==> src/rtl/stdp_weight_update.sv <==
// STDP weight update: converts a signed spike-time difference into a shift-based
// exponential delta and applies it to a saturating weight file. Optional periodic decay via STDP_DECAY_EN.
module stdp_weight_update #(
  parameter int NUM_PRE      = 4,
  parameter int W_BITS       = 4,
  parameter int W_INIT       = 8,
  parameter int A_MAX        = 4,
  parameter int TAU_SHIFT    = 2,
  parameter int WINDOW       = 20,
  parameter int DECAY_PERIOD = 256
) (
  input  logic                         clk,
  input  logic                         rst,
  input  logic                         td_valid,
  output logic                         td_ready,
  input  logic [$clog2(NUM_PRE)-1:0]   td_idx,
  input  logic [7:0]                   td_value,
  output logic [NUM_PRE*W_BITS-1:0]    weights,
  output logic                         weight_upd,
  output logic [$clog2(NUM_PRE)-1:0]   upd_idx
);

  localparam int IDX_W = $clog2(NUM_PRE);
  localparam logic [W_BITS-1:0] W_INIT_V = W_BITS'(W_INIT);
  localparam logic [W_BITS-1:0] A_MAX_V  = W_BITS'(A_MAX);
  localparam logic [W_BITS:0]   WMAX_X   = {1'b0, {W_BITS{1'b1}}};
  localparam logic [8:0]        WIN_V    = 9'(WINDOW);
  localparam logic [8:0]        WB_V     = 9'(W_BITS);

`ifdef STDP_DECAY_EN
  typedef enum logic [1:0] {IDLE, CALC, APPLY, DECAY} state_t;
  localparam int CNT_W = (DECAY_PERIOD > 2) ? $clog2(DECAY_PERIOD) : 1;
  localparam logic [CNT_W-1:0] CNT_MAX = CNT_W'(DECAY_PERIOD - 1);
`else
  typedef enum logic [1:0] {IDLE, CALC, APPLY} state_t;
`endif

  state_t state_q, state_d;

  logic [IDX_W-1:0]  idx_q, idx_d;
  logic [7:0]        td_q, td_d;
  logic              ltp_q, ltp_d;
  logic [W_BITS-1:0] delta_q, delta_d;
  logic [W_BITS-1:0] w_q [NUM_PRE];
  logic [W_BITS-1:0] w_d [NUM_PRE];
  logic              weight_upd_q, weight_upd_d;
  logic [IDX_W-1:0]  upd_idx_q, upd_idx_d;
  logic              decay_pending;

  logic [8:0]        mag;
  logic [8:0]        k;
  logic [W_BITS-1:0] delta_calc;
  logic [W_BITS-1:0] old_w;
  logic [W_BITS-1:0] new_w;
  logic [W_BITS:0]   sum_w;

`ifdef STDP_DECAY_EN
  logic [CNT_W-1:0]  cnt_q, cnt_d;
  logic              pend_q, pend_d;
  logic              any_dec;
  assign decay_pending = pend_q;
`else
  assign decay_pending = 1'b0;
`endif

  // State register
  always_ff @(posedge clk or posedge rst) begin
    if (rst) state_q <= IDLE;
    else     state_q <= state_d;
  end

  // Next-state logic; a pending decay pre-empts a waiting transaction in IDLE
  always_comb begin
    state_d = state_q;
    case (state_q)
      IDLE: begin
`ifdef STDP_DECAY_EN
        if (decay_pending)                state_d = DECAY;
        else if (td_valid && td_ready)    state_d = CALC;
`else
        if (td_valid && td_ready)         state_d = CALC;
`endif
      end
      CALC:    state_d = APPLY;
      APPLY:   state_d = IDLE;
`ifdef STDP_DECAY_EN
      DECAY:   state_d = IDLE;
`endif
      default: state_d = IDLE;
    endcase
  end

  // Outputs
  always_comb begin
    td_ready   = (state_q == IDLE) && !rst && !decay_pending;
    weight_upd = weight_upd_q;
    upd_idx    = upd_idx_q;
    weights    = '0;
    for (int unsigned i = 0; i < NUM_PRE; i++)
      weights[i*W_BITS +: W_BITS] = w_q[i];
  end

  // Delta: 9-bit magnitude so that -128 maps to +128 instead of wrapping
  always_comb begin
    mag = td_q[7] ? (9'd0 - {td_q[7], td_q}) : {1'b0, td_q};
    k   = mag >> TAU_SHIFT;
    if (mag == 9'd0 || mag > WIN_V || k >= WB_V) delta_calc = '0;
    else                                         delta_calc = A_MAX_V >> k;
  end

  // Saturating apply of the registered delta to the addressed weight
  always_comb begin
    old_w = w_q[idx_q];
    sum_w = {1'b0, old_w} + {1'b0, delta_q};
    if (ltp_q) new_w = (sum_w > WMAX_X) ? WMAX_X[W_BITS-1:0] : sum_w[W_BITS-1:0];
    else       new_w = (old_w >= delta_q) ? (old_w - delta_q) : '0;
  end

  always_comb begin
    idx_d        = idx_q;
    td_d         = td_q;
    ltp_d        = ltp_q;
    delta_d      = delta_q;
    upd_idx_d    = upd_idx_q;
    weight_upd_d = 1'b0;
    for (int unsigned i = 0; i < NUM_PRE; i++) w_d[i] = w_q[i];
`ifdef STDP_DECAY_EN
    any_dec = 1'b0;
`endif
    case (state_q)
      IDLE: begin
        if (td_valid && td_ready) begin
          idx_d = td_idx;
          td_d  = td_value;
        end
      end
      CALC: begin
        ltp_d   = ~td_q[7];
        delta_d = delta_calc;
      end
      APPLY: begin
        w_d[idx_q]   = new_w;
        weight_upd_d = (new_w != old_w);
        upd_idx_d    = idx_q;
      end
`ifdef STDP_DECAY_EN
      DECAY: begin
        for (int unsigned i = 0; i < NUM_PRE; i++) begin
          if (w_q[i] != '0) begin
            w_d[i]  = w_q[i] - 1'b1;
            any_dec = 1'b1;
          end
        end
        weight_upd_d = any_dec;
        upd_idx_d    = '0;
      end
`endif
      default: ;
    endcase
  end

`ifdef STDP_DECAY_EN
  // A wrap during a transaction just stays pending until the FSM returns to IDLE
  always_comb begin
    cnt_d  = (cnt_q == CNT_MAX) ? '0 : cnt_q + 1'b1;
    pend_d = pend_q;
    if (state_q == DECAY) pend_d = 1'b0;
    if (cnt_q == CNT_MAX) pend_d = 1'b1;
  end

  always_ff @(posedge clk or posedge rst) begin
    if (rst) begin
      cnt_q  <= '0;
      pend_q <= 1'b0;
    end else begin
      cnt_q  <= cnt_d;
      pend_q <= pend_d;
    end
  end
`endif

  always_ff @(posedge clk or posedge rst) begin
    if (rst) begin
      idx_q        <= '0;
      td_q         <= '0;
      ltp_q        <= 1'b0;
      delta_q      <= '0;
      weight_upd_q <= 1'b0;
      upd_idx_q    <= '0;
      for (int unsigned i = 0; i < NUM_PRE; i++) w_q[i] <= W_INIT_V;
    end else begin
      idx_q        <= idx_d;
      td_q         <= td_d;
      ltp_q        <= ltp_d;
      delta_q      <= delta_d;
      weight_upd_q <= weight_upd_d;
      upd_idx_q    <= upd_idx_d;
      for (int unsigned i = 0; i < NUM_PRE; i++) w_q[i] <= w_d[i];
    end
  end

endmodule
==> config.mk <==
export PLATFORM = sky130hd
export DESIGN_NAME = stdp_weight_update
export DESIGN_NICKNAME = d
export VERILOG_FILES = /design/src/rtl/stdp_weight_update.sv
export SDC_FILE = /design/constraint.sdc
export NUM_CORES = 1
export LEC_CHECK = 0
export BUFFER_PORTS_ARGS = -buffer_cell sky130_fd_sc_hd__buf_2
export CAP_MARGIN = 20
export CORE_MARGIN = 4
export CORE_UTILIZATION = 40
export CTS_BUF_LIST = sky130_fd_sc_hd__clkbuf_8
export DETAILED_ROUTE_END_ITERATION = 7
export SYNTH_ARGS = -nofsm -noshare
export SYNTH_HDL_FRONTEND = slang
export SYNTH_SLANG_ARGS = --single-unit
export TNS_END_PERCENT = 1
==> constraint.sdc <==
create_clock -name clk -period 2.5 [get_ports clk]
set_input_delay 0.125 -clock clk [delete_from_list [all_inputs] [get_ports clk]]
set_output_delay 0.125 -clock clk [all_outputs]
set_load 0.01 [all_outputs]
==> flow_metrics.py, run 1 <==
metrics = {
    "status": {
        "status": "finished, violations left",
        "violations": "negative setup slack",
    },
    "worst_setup_path": {
        "cp_cell_sequence": "buf_6, mux4_2, buf_6, fa_2, buf_6, xor2_1, o21ai_1, a21oi_2, buf_4, mux2_2",
        "crit_path_top_delay_cell": "mux4_2",
        "cp_num_cells": 10,
        "crit_arrival_ns": 2.82,
        "crit_family": "multiplexers",
        "worst-path-max-fanout": 4,
        "startpoint_type": "register",
        "cp_num_buf_inv": 4,
        "max_stage_delay_ns": 0.54,
        "r2r_cells": 10,
        "end_kind": "register",
        "critical_path_class": "reg2reg",
        "crit_required_ns": 2.66,
        "crit_top_cell": "buf_6",
    },
    "yosys": {
        "synth_seq_cells": 35,
        "synth-async-reset-ratio_pct": 100,
        "synthCells": 183,
        "yosysTopAreaCellShare_pct": 39.9,
        "synthFlopType": "dfrtp_1",
        "synth-compound-area-share_pct": 12.2,
        "yosys_warnings": 0,
        "synth.net_count": 205,
        "synth_area_leaders": "dfrtp_1, mux2_2, dfstp_2",
        "synth_cell_types": 38,
        "syn_avg_cell_area_sq_um": 10.6,
        "synth_xor_area_share_pct": 3.60,
        "synth_top_family_by_area": "multiplexers",
        "yosys.area.top_type": "dfrtp_1",
        "synth.area.mux_share_pct": 14.9,
        "synth_edf_count": 0,
        "synthAdderAreaFrac_pct": 6.56,
        "synth_area_sq_um": 1950,
        "yosys.area_share.simple_pct": 12.2,
        "seq_area_frac_synth_pct": 45.3,
    },
    "sta": {
        "hold_viol": 0,
        "period_minus_slack_ns": 2.66,
        "tightest_slew_ns": 0.753,
        "timing.hold.ws_ns": 0.0402,
        "slew_headroom_pct": 49.7,
        "setup-violations-final": 17,
        "timing.fmax_mhz": 376,
        "setup_ws_ns": -0.158,
        "finClkSkew_ns": 0.00932,
        "slew_violations": 0,
        "finalCritPeriodShare_pct": 106,
        "rsz0062_at_grt": "true",
    },
    "floorplanning": {
        "ios": 33,
        "die-area_sq_um": 6040,
        "die_y_microns": 77.7,
        "start_util_pct": 41.2,
        "rows": 25,
        "die_w_microns": 77.7,
        "core_area_sq_um": 4720,
    },
    "cts": {
        "clkLatencyLatePin_ns": 0.28,
        "clock_sinks": 35,
        "cts_tree": "built",
        "cts_buffer_depth": 2,
        "cts_buffers": 5,
        "cts-root-buf": "clkbuf_8",
        "ctsHtreeMaxLevel": 2,
        "clk_pin_slew_ns": 0.07,
    },
    "detailed_routing": {
        "vias": 1591,
        "routed_wl_mm": 4.70,
        "drtPass1Iterations": 4,
        "post-route-drc-count": 0,
        "drtAntennaViolNets": 0,
        "viasPerCell": 4.88,
        "drt-initial-drc-count": 55,
        "wl_per_cell_microns": 14.4,
    },
    "place": {
        "dp_slack_ns": -0.204,
        "io_buffers": 32,
        "routabilityCongestion": 0.878,
        "dp_hpwl_mm": 3.36,
    },
    "global_route": {
        "track_usage_pct": 15.9,
        "grt_first_pass_wirelength_mm": 7.56,
        "grt_overflow": 0,
        "antenna_found_initial": 0,
        "grt_pass1_vias": 1616,
        "grt_max_degree": 20,
    },
    "power_and_ir_drop": {
        "fin_total_pwr_mw": 3.22,
        "power.density_nw_per_um2": 1220,
        "p_leak_nw": 1.27,
        "ir_drop_uv": 426,
    },
    "hold_path": {
        "hold_depth": 3,
        "hp-class": "in2reg",
    },
    "final_layout": {
        "final_nets": 280,
        "layout_commonest_cell": "buf_4",
        "antenna_cells": 0,
        "syn2layout_area_growth_pct": 36.0,
        "final_cell_mix": "buf_4, buf_2, dfrtp_1",
        "drive_above_1_share_pct": 46.3,
    },
    "flow_run": {
        "max_cap_violations": 0,
    },
}
## per-stage QoR
stage               area, sq um  util, %  cells  setup TNS (ns)
floorplan                  1950        -    183         -0.0473
global placement           2370     50.1    304           -1.04
detailed placement         2370     50.1    304           -2.46
CTS                        2600     55.0    324           -1.06
global route               2650     56.0    326           -3.28
finish                     2650     56.0    326           -1.68
## power by group
group / total, mW / switching (mW) / internal [mW]
clock network: 0.390 / 0.202 / 0.187
registers: 0.914 / 0.152 / 0.762
logic: 1.91 / 0.891 / 1.02
total: 3.22 / 1.25 / 1.97
## tightest hold or removal path: cells and delay by family
| kind | cells | cell delay, ns |
|---|---|---|
| AOI/OAI and AO/OA | 1 | 0.06 |
| buffers and inverters | 1 | 0.07 |
| and+or+nand+nor | 1 | 0.03 |
## registers in the layout (all words and copies together), names as in the netlist
name        cells
delta_q         3
idx_q           2
ltp_q           1
state_q         2
td_q            8
upd_idx         2
weight_upd      1
weights        16
## synth_stat cells (2+ instances only)
library cell,count
dfrtp_1,31
nand2_1,24
inv_1,15
a21oi_1,13
mux2_2,12
nor2_1,11
o21ai_0,11
ha_1,7
clkbuf_1,6
xnor2_1,6
dfstp_2,4
nand3_1,4
mux2i_1,3
mux4_1,3
nor3_1,3
fa_1,2
mux4_2,2
nand2b_1,2
nor2b_1,2
o21bai_1,2
o41ai_1,2
xor2_1,2
## logic make-up (layout without fill, tap and decap cells)
kind of cell               after synthesis  count (layout)
adders and majority gates                9               9
buffers and inverters                   23              99
AOI/OAI and AO/OA                       36              36
DFF                                     35              35
muxes                                   20              20
and+or+nand+nor                         52              52
xor gates and xnor gates                 8               8
## timing repair
action                     4_1_cts  5_1_grt
gates resized for setup         16       11
hold endpoints to repair        14        0
setup endpoints to repair       17       17
setup buffers                   11        2
pin swaps                        8        8
hold buffers                     1        0
## per-layer routing
layer	vias up	global-route usage [%]	share of wire (%)
met5	-	0	0
met4	0	5.87	1.5
met3	7	3.60	3.1
met2	23	25.9	50
met1	784	20.5	46
li1	777	-	-
## worst paths after layout
check	startpoint	to	slack, ns
min in group asynchronous	rst	td_q[5]	0.53
worst max register to register	idx_q[0]	weights[14]	-0.16
worst min-delay path	td_value[1]	td_q[1]	0.04
worst min register to register	weights[15]	weights[15]	0.48
max in group asynchronous	rst	idx_q[0]	1.24
worst max-delay path	idx_q[0]	weights[14]	-0.16
## layout make-up
class | count | area (sq um)
inverters | 15 | 56.3
well taps | 67 | 83.8
fillers | 427 | 2080
multi-input cells | 125 | 1030
flip-flops and latches | 35 | 882
repair buffers | 76 | 512
clock inverters | 3 | 12.5
clock buffers | 5 | 68.8
Note: power is estimated with default switching activity, not from simulation.
==> run 2: changes to the inputs <==
--- a/config.mk
+++ b/config.mk
@@ -8,9 +8,11 @@
 export BUFFER_PORTS_ARGS = -buffer_cell sky130_fd_sc_hd__buf_2
 export CAP_MARGIN = 20
 export CORE_MARGIN = 4
-export CORE_UTILIZATION = 40
+export CORE_UTILIZATION = 52
 export CTS_BUF_LIST = sky130_fd_sc_hd__clkbuf_8
 export DETAILED_ROUTE_END_ITERATION = 7
+export PLACE_DENSITY = 0.78
+export SKIP_LAST_GASP = 1
 export SYNTH_ARGS = -nofsm -noshare
 export SYNTH_HDL_FRONTEND = slang
 export SYNTH_SLANG_ARGS = --single-unit
==> run 2 against run 1 <==
  * The flow still finishes with violations (negative setup slack)
  * Total power is 3.1% lower
  * Cell count decreased by 8.6%
  * Combinational power is 6% lower
  * Clock power rose by 5.9%
  * Critical endpoint is now weights[15]
  * Largest cell class unchanged
==> flow_metrics.py, run 2 (synthesized netlist as in run 1, its figures left out) <==
metrics = {
    "worst_setup_path": {
        "crit_family": "multiplexers",
        "worst-path-max-fanout": 4,
        "cp_cell_sequence": "buf_4, mux4_2, ha_1, a21o_1, a21oi_2, nand2_1, mux4_2, o21ai_1",
        "crit_path_top_delay_cell": "mux4_2",
        "max_stage_delay_ns": 0.55,
        "crit_top_cell": "mux4_2",
        "cp_num_buf_inv": 1,
        "critical_path_class": "reg2reg",
        "rr_startpoint": "idx_q[0]",
        "reg2reg_slack_ns": -0.17,
        "startpoint_type": "register",
        "crit_required_ns": 2.72,
        "r2r_end": "weights[15]",
        "end_kind": "register",
        "r2r_cells": 8,
        "crit_arrival_ns": 2.89,
    },
    "detailed_routing": {
        "viasPerCell": 5.44,
        "wl_met2_mm": 2.38,
        "post-route-drc-count": 0,
        "drt-initial-drc-count": 183,
        "maxUsedRoutingLayer": "met4",
        "wl_met3_microns": 290,
        "vias": 1622,
        "drtPass1Iterations": 4,
        "wl_per_cell_microns": 15.9,
        "drtAntennaViolNets": 0,
        "wl_met1_mm": 1.91,
        "routed_wl_mm": 4.73,
    },
    "cts": {
        "clock_sinks": 35,
        "clkLatencyLatePin_ns": 0.29,
        "clk_pin_slew_ns": 0.08,
        "cts_buffer_depth": 2,
        "cts_buffers": 5,
        "cts-root-buf": "clkbuf_8",
        "cts_tree": "built",
        "ctsHtreeMaxLevel": 2,
    },
    "power_and_ir_drop": {
        "p_leak_nw": 1.21,
        "p_comb_share_pct": 57.6,
        "p_clk_share_pct": 13.2,
        "p_int_mw": 1.89,
        "ir_drop_uv": 604,
        "p_seq_share_pct": 29.2,
        "power.density_nw_per_um2": 1230,
        "fin_total_pwr_mw": 3.12,
        "p_switching_mw": 1.23,
        "switching_share_pct": 39.5,
    },
    "sta": {
        "finClkSkew_ns": 0.00546,
        "period_minus_slack_ns": 2.67,
        "slew_violations": 0,
        "setup-violations-final": 17,
        "finalCritPeriodShare_pct": 107,
        "tightest_slew_ns": 0.533,
        "hold_viol": 0,
        "slew_headroom_pct": 64.3,
        "setup_ws_ns": -0.173,
        "timing.fmax_mhz": 374,
        "rsz0062_at_grt": "true",
    },
    "place": {
        "place_area_sq_um": 2310,
        "dp_hpwl_mm": 3.29,
        "io_buffers": 32,
        "routabilityCongestion": 0.882,
    },
    "hold_path": {
        "min_to": "td_q[0]",
        "hp-class": "in2reg",
        "hold_start": "td_value[0]",
        "hold_depth": 3,
    },
    "floorplanning": {
        "die_w_microns": 69.2,
        "die-area_sq_um": 4780,
        "core_area_sq_um": 3470,
        "start_util_pct": 56.1,
        "ios": 33,
        "die_y_microns": 69.2,
        "rows": 21,
    },
    "global_route": {
        "grt_max_degree": 36,
        "track_usage_pct": 20.8,
        "grt_pass1_vias": 1644,
        "grt_first_pass_wirelength_mm": 7.84,
        "antenna_found_initial": 0,
        "grt_overflow": 0,
    },
    "final_layout": {
        "syn2layout_area_growth_pct": 30.5,
        "largest_register_ff_count": 16,
        "fin_area_sq_um": 2540,
        "layout_commonest_cell": "buf_4",
        "final_nets": 273,
        "utilization_pct": 73.2,
        "final_cell_mix": "buf_4, buf_2, dfrtp_1",
        "antenna_cells": 0,
        "drive_above_1_share_pct": 44.8,
    },
    "status": {
        "violations": "negative setup slack",
        "status": "finished, violations left",
    },
    "flow_run": {
        "max_cap_violations": 0,
    },
}
[run 2: cell types whose count changed in the layout (fill, tap and decap cells not counted), sizes merged]
cell	delta
buf	-7
clkinvlp	+2
inv	-2
[run 2: timing repair]
action	in CTS	in global routing
endpoints found under the setup margin	17	17
endpoints found under the hold margin	31	0
pin swaps	7	4
hold buffers	1	0
gates resized for setup	8	7
buffers inserted	9	1
[run 2: per-layer routing]
layer / vias up / GRT usage [%]
met5: - / 0
met4: 0 / 9.11
met1: 778 / 26.7
met3: 17 / 5.36
met2: 64 / 33.3
li1: 763 / -
[run 2: through the flow]
stage / instances / setup TNS (ns) / setup WS, ns / hold slack [ns]
4_1_cts: 297 / -1.76 / -0.168 / 0.0321
3_3_place_gp: 279 / -0.956 / -0.128 / 0.253
2_1_floorplan: 183 / -0.0473 / -0.0337 / 0.242
5_1_grt: 298 / -3.37 / -0.264 / 0.0468
6_report: 298 / -1.67 / -0.173 / 0.0380
3_5_place_dp: 279 / -2.82 / -0.241 / 0.256
[run 2: power groups by stage]
stage,sequential (mW),combinational (mW),clock [mW]
finish,0.911,1.79,0.413
global route,0.940,1.94,0.447
CTS,0.910,1.68,0.418
detailed placement,0.918,1.53,0
global placement,0.916,1.48,0
floorplan,0.934,0.906,0
[run 2: layout make-up]
cell class	count	area, sq um
tap	46	57.6
sequential	35	882
fill	269	928
clock inverter	3	20.0
clock buffer	5	68.8
multi-input combinational	125	1010
timing repair buffer	69	440
inverter	15	56.3
[run 2: worst max-delay path by stage]
stage,depth (start not counted),slack [ns],startpoint,endpoint
4_1_cts,11,-0.17,idx_q[0],weight_upd
3_3_place_gp,11,-0.13,idx_q[0],weight_upd
2_1_floorplan,12,-0.03,idx_q[0],weight_upd
6_report,8,-0.17,idx_q[0],weights[15]
5_1_grt,9,-0.26,idx_q[0],weight_upd
3_5_place_dp,11,-0.24,idx_q[0],weights[2]
[run 2: tightest hold or removal path, delay by kind of cell]
kind,cells,cell delay [ns]
buf+inv,1,0.07
compound gates,1,0.06
simple gates,1,0.04
